## src/rtl/fifo_packer_pkg.sv

```systemverilog
// -----------------------------------------------------------------------------
// fifo_packer_pkg
//   Shared definitions for the FiFo packer stage.
//   - state_t / FILL / HOLD : two-state controller encoding (legacy-compatible
//                             localparam constants rather than an enum type)
//   - cnt_width()           : width of a counter able to hold 0..pack inclusive
// -----------------------------------------------------------------------------
package fifo_packer_pkg;

    // Controller state encoding.
    typedef logic [0:0] state_t;

    // Accumulating entries popped from the FiFo.
    localparam state_t FILL = 1'b0;
    // Presenting a finished (full or flushed) word, waiting for the handshake.
    localparam state_t HOLD = 1'b1;

    // The counter must represent the value pack itself (a full word), not only
    // the slot indices 0..pack-1, hence the extra bit.
    function automatic int cnt_width(input int pack);
        return $clog2(pack) + 1;
    endfunction

endpackage : fifo_packer_pkg

```

## src/rtl/fifo_packer.sv

```systemverilog
// -----------------------------------------------------------------------------
// fifo_packer
//   Consumer stage for a narrow FiFo. Pops entries through the FiFo's
//   combinational-read interface, packs PACK of them into one wide word and
//   offers that word on a valid/ready port. A flush request closes a partially
//   filled word early and reports how many entries it carries.
//
// Parameters
//   DATA_W : width of one FiFo entry
//   PACK   : entries per output word (>= 2)
//   CNT_W  : derived counter width, holds 0..PACK (not overridable)
//
// Ports
//   clk           : clock, all state updates on the rising edge
//   reset         : synchronous, active-high reset
//   io_fifo_dout  : FiFo head entry, meaningful while io_fifo_empty is low
//   io_fifo_empty : FiFo empty flag
//   io_fifo_pop   : pop strobe; the head entry is consumed on this edge
//   io_flush      : single-cycle request to emit a partial word
//   io_out_data   : packed word, first popped entry in bits [DATA_W-1:0]
//   io_out_count  : number of valid entries in io_out_data (1..PACK)
//   io_out_valid  : output word valid (registered)
//   io_out_ready  : downstream accepts the word when valid & ready
// -----------------------------------------------------------------------------
module fifo_packer
    import fifo_packer_pkg::*;
#(
    parameter  int DATA_W = 2,
    parameter  int PACK   = 4,
    localparam int CNT_W  = cnt_width(PACK)
) (
    input  logic                     clk,
    input  logic                     reset,
    input  logic [DATA_W-1:0]        io_fifo_dout,
    input  logic                     io_fifo_empty,
    output logic                     io_fifo_pop,
    input  logic                     io_flush,
    output logic [DATA_W*PACK-1:0]   io_out_data,
    output logic [CNT_W-1:0]         io_out_count,
    output logic                     io_out_valid,
    input  logic                     io_out_ready
);

    localparam logic [CNT_W-1:0] CNT_ZERO = {CNT_W{1'b0}};
    localparam logic [CNT_W-1:0] CNT_FULL = CNT_W'(PACK);

    // Controller state and its next-state values.
    state_t                  state_r;
    state_t                  state_nxt_s;
    logic [CNT_W-1:0]        count_r;
    logic [CNT_W-1:0]        count_nxt_s;
    logic [CNT_W-1:0]        count_inc_s;
    logic [CNT_W-1:0]        out_count_r;
    logic [CNT_W-1:0]        out_count_nxt_s;
    logic                    valid_r;
    logic                    valid_nxt_s;

    // Datapath control.
    logic                    pop_s;
    logic                    acc_clear_s;
    logic [PACK-1:0]         slot_we_s;
    logic [DATA_W*PACK-1:0]  acc_s;

    // A pop is only offered while filling; reset blocks it so no entry is
    // consumed and then thrown away by the reset in the same cycle.
    assign pop_s = (state_r == FILL) & ~io_fifo_empty & ~reset;

    // Entry count after this cycle's pop (if any). Used both for the full-word
    // test and for the flush test, so a flush includes a same-cycle pop.
    assign count_inc_s = count_r + {{(CNT_W-1){1'b0}}, pop_s};

    // Next-state, counter and output-register decode for the two-state controller.
    always_comb begin
        state_nxt_s     = state_r;
        count_nxt_s     = count_r;
        out_count_nxt_s = out_count_r;
        valid_nxt_s     = valid_r;
        acc_clear_s     = 1'b0;
        case (state_r)
            FILL: begin
                count_nxt_s = count_inc_s;
                if (count_inc_s == CNT_FULL) begin
                    // Full word: forced hand-over, the counter can never pass PACK.
                    state_nxt_s     = HOLD;
                    out_count_nxt_s = CNT_FULL;
                    valid_nxt_s     = 1'b1;
                end else if (io_flush && (count_inc_s != CNT_ZERO)) begin
                    state_nxt_s     = HOLD;
                    out_count_nxt_s = count_inc_s;
                    valid_nxt_s     = 1'b1;
                end else begin
                    // Keep filling; a flush with nothing accumulated is dropped.
                    state_nxt_s     = FILL;
                    out_count_nxt_s = out_count_r;
                    valid_nxt_s     = 1'b0;
                end
            end
            HOLD: begin
                if (io_out_ready) begin
                    // Handshake: start the next word from slot 0 with a clean
                    // accumulator so a short word never carries stale bits.
                    state_nxt_s     = FILL;
                    count_nxt_s     = CNT_ZERO;
                    out_count_nxt_s = CNT_ZERO;
                    valid_nxt_s     = 1'b0;
                    acc_clear_s     = 1'b1;
                end else begin
                    // Word and count stay frozen; flush is ignored here.
                    state_nxt_s     = HOLD;
                    count_nxt_s     = count_r;
                    out_count_nxt_s = out_count_r;
                    valid_nxt_s     = 1'b1;
                end
            end
            default: begin
                // Unreachable encoding: recover to an empty FILL.
                state_nxt_s     = FILL;
                count_nxt_s     = CNT_ZERO;
                out_count_nxt_s = CNT_ZERO;
                valid_nxt_s     = 1'b0;
                acc_clear_s     = 1'b1;
            end
        endcase
    end

    // Controller registers with synchronous reset.
    always_ff @(posedge clk) begin
        if (reset) begin
            state_r     <= FILL;
            count_r     <= CNT_ZERO;
            out_count_r <= CNT_ZERO;
            valid_r     <= 1'b0;
        end else begin
            state_r     <= state_nxt_s;
            count_r     <= count_nxt_s;
            out_count_r <= out_count_nxt_s;
            valid_r     <= valid_nxt_s;
        end
    end

    // Accumulator: one register per slot, written only when the pop lands on
    // that slot index. pop_s is already zero outside FILL, so slots are frozen
    // while the word is being held.
    for (genvar g = 0; g < PACK; g++) begin : g_slot
        logic [DATA_W-1:0] slot_r;

        assign slot_we_s[g] = pop_s & (count_r == CNT_W'(g));

        // Per-slot storage with reset, post-handshake clear and pop write.
        always_ff @(posedge clk) begin
            if (reset) begin
                slot_r <= {DATA_W{1'b0}};
            end else if (acc_clear_s) begin
                slot_r <= {DATA_W{1'b0}};
            end else if (slot_we_s[g]) begin
                slot_r <= io_fifo_dout;
            end else begin
                slot_r <= slot_r;
            end
        end

        assign acc_s[g*DATA_W +: DATA_W] = slot_r;
    end

    // All outputs except the pop strobe come straight from flops.
    assign io_fifo_pop  = pop_s;
    assign io_out_data  = acc_s;
    assign io_out_count = out_count_r;
    assign io_out_valid = valid_r;

endmodule : fifo_packer

```

## config.mk

```make
export PLATFORM = sky130hd
export DESIGN_NAME = fifo_packer
export DESIGN_NICKNAME = d
export VERILOG_FILES = /design/src/rtl/fifo_packer_pkg.sv /design/src/rtl/fifo_packer.sv
export SDC_FILE = /design/constraint.sdc
export NUM_CORES = 1
export LEC_CHECK = 0
export ABC_AREA = 1
export CAP_MARGIN = 10
export CORE_UTILIZATION = 40
export DETAILED_ROUTE_END_ITERATION = 8
export PLACE_DENSITY = 0.69
export SLEW_MARGIN = 25
export SYNTH_ARGS = -nofsm -noshare
export SYNTH_HDL_FRONTEND = slang
export SYNTH_SLANG_ARGS = --single-unit
```

## constraint.sdc

```tcl
create_clock -name clk -period 1.8 [get_ports clk]
set_clock_uncertainty 0.1 [all_clocks]
set_input_delay 0.36 -clock clk [delete_from_list [all_inputs] [get_ports clk]]
set_output_delay 0.36 -clock clk [all_outputs]
set_load 0.005 [all_outputs]
```

# [After elaboration in Yosys (flattened, before gate mapping)]
# Cells that the tools add are included.
[word_totals] input_bits=7 reg_bits=15 out_inout_bits=13 wordCells=39
[classes] bitwise_logic=9 eq_ne=6 n_mux=11 n_reduce_logical=5 addsub=1
[op_table] operator="case mux 3 bit (2 select lines)" count=2
[op_table] operator="two-way mux 3 bit" count=3
[op_table] operator="bitwise AND 1 bit" count=6
[op_table] operator="equality test 3 x 2 -> 1 bit (second input constant)" count=2
[op_table] operator="two-way mux 1 bit" count=5
[op_table] operator="adder 3 x 1 -> 3 bit" count=1
[op_table] operator="equality test 3 x 1 -> 1 bit (second input constant)" count=1
[op_table] operator="equality test 3 bit (second input constant)" count=1
[op_table] operator="logical NOT 3 bit" count=1
[op_table] operator="!= test 3 x 1 -> 1 bit (second input constant)" count=1
[op_table] operator="inverter 1 bit" count=3
[op_table] operator="nonzero test 3 bit" count=1
[op_table] operator="!= test 2 bit (second input constant)" count=1
[op_table] operator="case mux 1 bit (2 select lines)" count=1
[op_table] operator="AND reduction 2 bit" count=1
[op_table] operator="OR reduction 2 bit" count=1
[op_table] operator="logical AND 1 bit" count=1

# [Depth between registers and ports, before layout]
[depth] depth_word=9 mapped_depth=12 mapped_depth_nobuf=12

# [Worst setup path after synthesis]
# No wires, ideal clock.
[synth_path] kind="flip-flop to flip-flop" start="register, netlist name io_out_valid" end="register out_count_r[0], in the netlist io_out_count[0]" path_stages_with_launch=13 t_arrival_ps=1673 setup_ps=70 required_ps=1630 period_less_slack_ps=1842 path_slack_ps=-42 n_path_buf=0 cell_sequence="dfxtp_1 nor2_2 nand2_1 inv_2 ha_1 ha_1 nor2_2 nor2_1 nor2_1 nand2_2 nand2_2 nand2_1 a21oi_1"
[synth_rtl] element="end signal, assigned" line_no="fifo_packer.sv:136" source="out_count_r <= out_count_nxt_s;"
[synth_rtl] element="end, declared" line_no="fifo_packer.sv:53" source="logic [CNT_W-1:0] out_count_r;"

# [Worst setup path in the final report]
[layout_path] start="register valid_r, in the netlist io_out_valid" end="output io_out_valid"
[layout_rtl] element="start, declared" line_no="fifo_packer.sv:55" source="logic valid_r;"
[layout_rtl] element="start signal, assigned" line_no="fifo_packer.sv:137" source="valid_r <= valid_nxt_s;"
[layout_rtl] element="end, declared" line_no="fifo_packer.sv:40" source="output logic io_out_valid,"
# No word-level cell between the ends.

==> key figures <==
Cells and area
  • Antenna Cells: 0
  • Area Overhead vs Synth: 47.58%
  • Layout Utilization: 0.6597
  • Nets@finish: 133
  • Layout cells sized above 1: 0.2520
  • Filler cells: 137

Clock network
  • Root Driver: clkbuf_4
  • Clk_lat worst skew: 0.29 ns
  • Post-CTS Setup Bufs: 0
  • Worst-path clk slew: 0.09 ns
  • Clock tree from TritonCTS: built
  • CTS Buffer Depth: 2
  • Clk sink count: 15
  • Total CTS buffers: 3
  • H-tree depth: 1

Routing
  • Routed WL: 1.536 mm
  • Vias per cell: 4.878
  • DRC Markers: 2
  • Drt wl/cell: 11.05 microns
  • Starting DRT DRC Count: 19
  • Vias: 678
  • Post-DRT Antenna Nets: 0
  • Drt first pass iters: 6

Placement
  • Hpwl dp: 1.054 mm
  • Gpl congestion: 0.8148
  • IO Port Bufs: 19
  • Dpl ws: -0.5843 ns

STA
  • Max-slew violation count: 0
  • Final WS setup: 0.06072 ns
  • RSZ-0062 raised after global routing: true
  • Finish-stage setup viols: 0
  • Worst-Margin Slew: 0.3636 ns
  • Slew HR: 0.7576
  • Final worst-path cycle share: 0.9663
  • Final hold vios: 0
  • Fin Setup TNS: 0 ns
  • Fmax: 574.9 MHz
  • Post-route minimum period: 1.739 ns

Floorplan
  • Die Footprint: 0.001913 sq mm
  • I/O pin count: 20
  • Die Width: 43.74 microns
  • Initial Util: 0.4470
  • Die H: 43.74 microns
  • Rows: 14
  • Core box area: 0.001559 sq mm

Power and ir drop
  • LEAKAGE: 0.0004575 uW
  • Maximum vdd drop: 0.0006072 V
  • PD cells: 725.9 mW/mm^2

Synthesis
  • Post-Synthesis Cells: 92
  • Sequential-to-total area share from yosys stat: 0.4309
  • Netlist Area Pre-Place: 696.9 sq um
  • Count of unique library cells instantiated by Yosys: 18
  • Seq cells post-synth: 15
  • Synthesis Warnings: 0
  • Syn_area_per_cell: 7.575 sq um
  • Mapped Nets: 101

Setup path
  • CP Max Fanout: 5
  • Worst R2R Setup Slack: 0.11 ns
  • Crit path kind: flop to output pin
  • Worst EP arrival: 1.28 ns
  • Crit path capture type: output pin
  • Startpoint Class: flop
  • Reg2reg end: io_out_count[2]
  • RR Startpoint: io_out_valid
  • Worst Reg-to-Reg Cells: 12
  • Req. time, crit path: 1.34 ns

Worst hold path
  • Hold Crit Class: flop to flop
  • Worst Hold End: io_out_count[1]
  • WHS Path Cells: 2
  • Worst hold start: io_out_count[1]

Global route
  • Gr ovfl total: 0
  • GR Util met3: 0.02917
  • Pin count of the biggest net entering global routing: 10
  • Initial antenna violation count: 0
  • Total GRT Usage: 0.1802
  • Top Usage Layer GRT: met2
  • First-pass GRT wire length: 2.442 mm
  • Met2 usage: 0.2776
  • Vias in the first global route: 572
  • Met1 Use GR: 0.2240

Job
  • Max Cap Viol: 0

Status
  • Failing checks: design-rule violations
  • Status: finished with violations
==> worst max path at each step <==
stage	cells after the start	start	end
after floorplan	12	io_out_valid	io_out_count[0]
after global placement	13	reset	io_out_count[0]
after detailed placement	13	reset	io_out_count[2]
after CTS	2	io_out_valid	io_out_valid
after global routing	12	io_out_valid	io_out_count[0]
final	2	io_out_valid	io_out_valid
==> per-layer routing <==
layer  wire length (microns)  part of all wire
met4                      72             0.047
met5                       0                 0
met3                      70             0.046
met2                     689              0.45
met1                     704              0.46
==> cells by family (layout without fill, tap and decap cells) <==
group	count (synthesis)	count (layout)	share of synthesized area
AOI/OAI and AO/OA	14	14	0.1131
adders and majority gates	2	2	0.03590
buffers and inverters	13	44	0.07001
DFF	15	15	0.4309
and+or+nand+nor	48	48	0.3501
==> placed cells by master, fill, tap and decap left out <==
master           instances
a21boi_0                 1
a21oi_1                  4
a21oi_2                  2
buf_4                    8
clkbuf_4                 3
clkdlybuf4s50_1         16
clkinv_2                 1
dfxtp_1                 14
dfxtp_2                  1
dlygate4sd2_1            3
ha_4                     2
inv_1                    9
inv_2                    4
nand2_1                 15
nand2_2                  3
nand3_1                  3
nand4_1                  2
nand4_2                  2
nor2_1                  18
nor2_2                   1
nor2_4                   2
nor2b_4                  2
o21a_1                   1
o21ai_0                  6
==> area by class of cell <==
class	count	area [sq um]	area share
sequential	15	301.5	0.2932
tap	16	20.02	0.01946
inverter	13	48.80	0.04745
clock buffer	3	22.52	0.02190
timing repair buffer	27	246.5	0.2397
multi-input combinational	64	384.1	0.3735
clock inverter	1	5.005	0.004866
==> per-stage QoR <==
stage / hold slack, ns / cell area [sq um] / total power (uW) / std cells
finish: 0.3657 / 1028 / 746.6 / 139
global route: 0.4044 / 1028 / 785.8 / 139
detailed placement: 0.3530 / 968.4 / 535.6 / 135
CTS: 0.3695 / 1028 / 755.0 / 139
floorplan: 0.3291 / 698.2 / 449.9 / 92
global placement: 0.3465 / 968.4 / 534.9 / 135
==> state kept, by name (all words and copies together), names as in the netlist <==
register and count:
count_r 3, g_slot.slot_r 8, io_out_count 3, io_out_valid 1
==> power by group <==
group | switching, uW | leakage (uW) | internal [uW]
combinational | 90.4 | 0.000318 | 93.5
clock | 120 | 0.0000177 | 82.6
sequential | 10.6 | 0.000122 | 349
==> Yosys cell counts (all sizes together) <==
library cell  instances  area (sq um)
o21a                  1         7.510
nand3                 3         15.01
dfxtp                15         300.3
a21boi                1         7.510
nand2                18         72.57
o21ai                 6         30.03
nand4                 4         37.53
a21oi                 6         33.78
nor2b                 2         27.53
ha                    2         25.02
nor2                 21         91.33
inv                  13         48.79
==> timing repair <==
action	4_1_cts	5_1_grt
endpoints found under the setup margin	5	3
hold endpoints to repair	0	0
gates resized for setup	9	0
pin swaps	6	5
hold buffers	0	0
==> critical path, stage by stage (launching register included) <==
cell and delay [ns]:
dfxtp_2 0.35, buf_4 0.15, clkdlybuf4s50_1 0.50
Power figures use the tool's default switching activity.
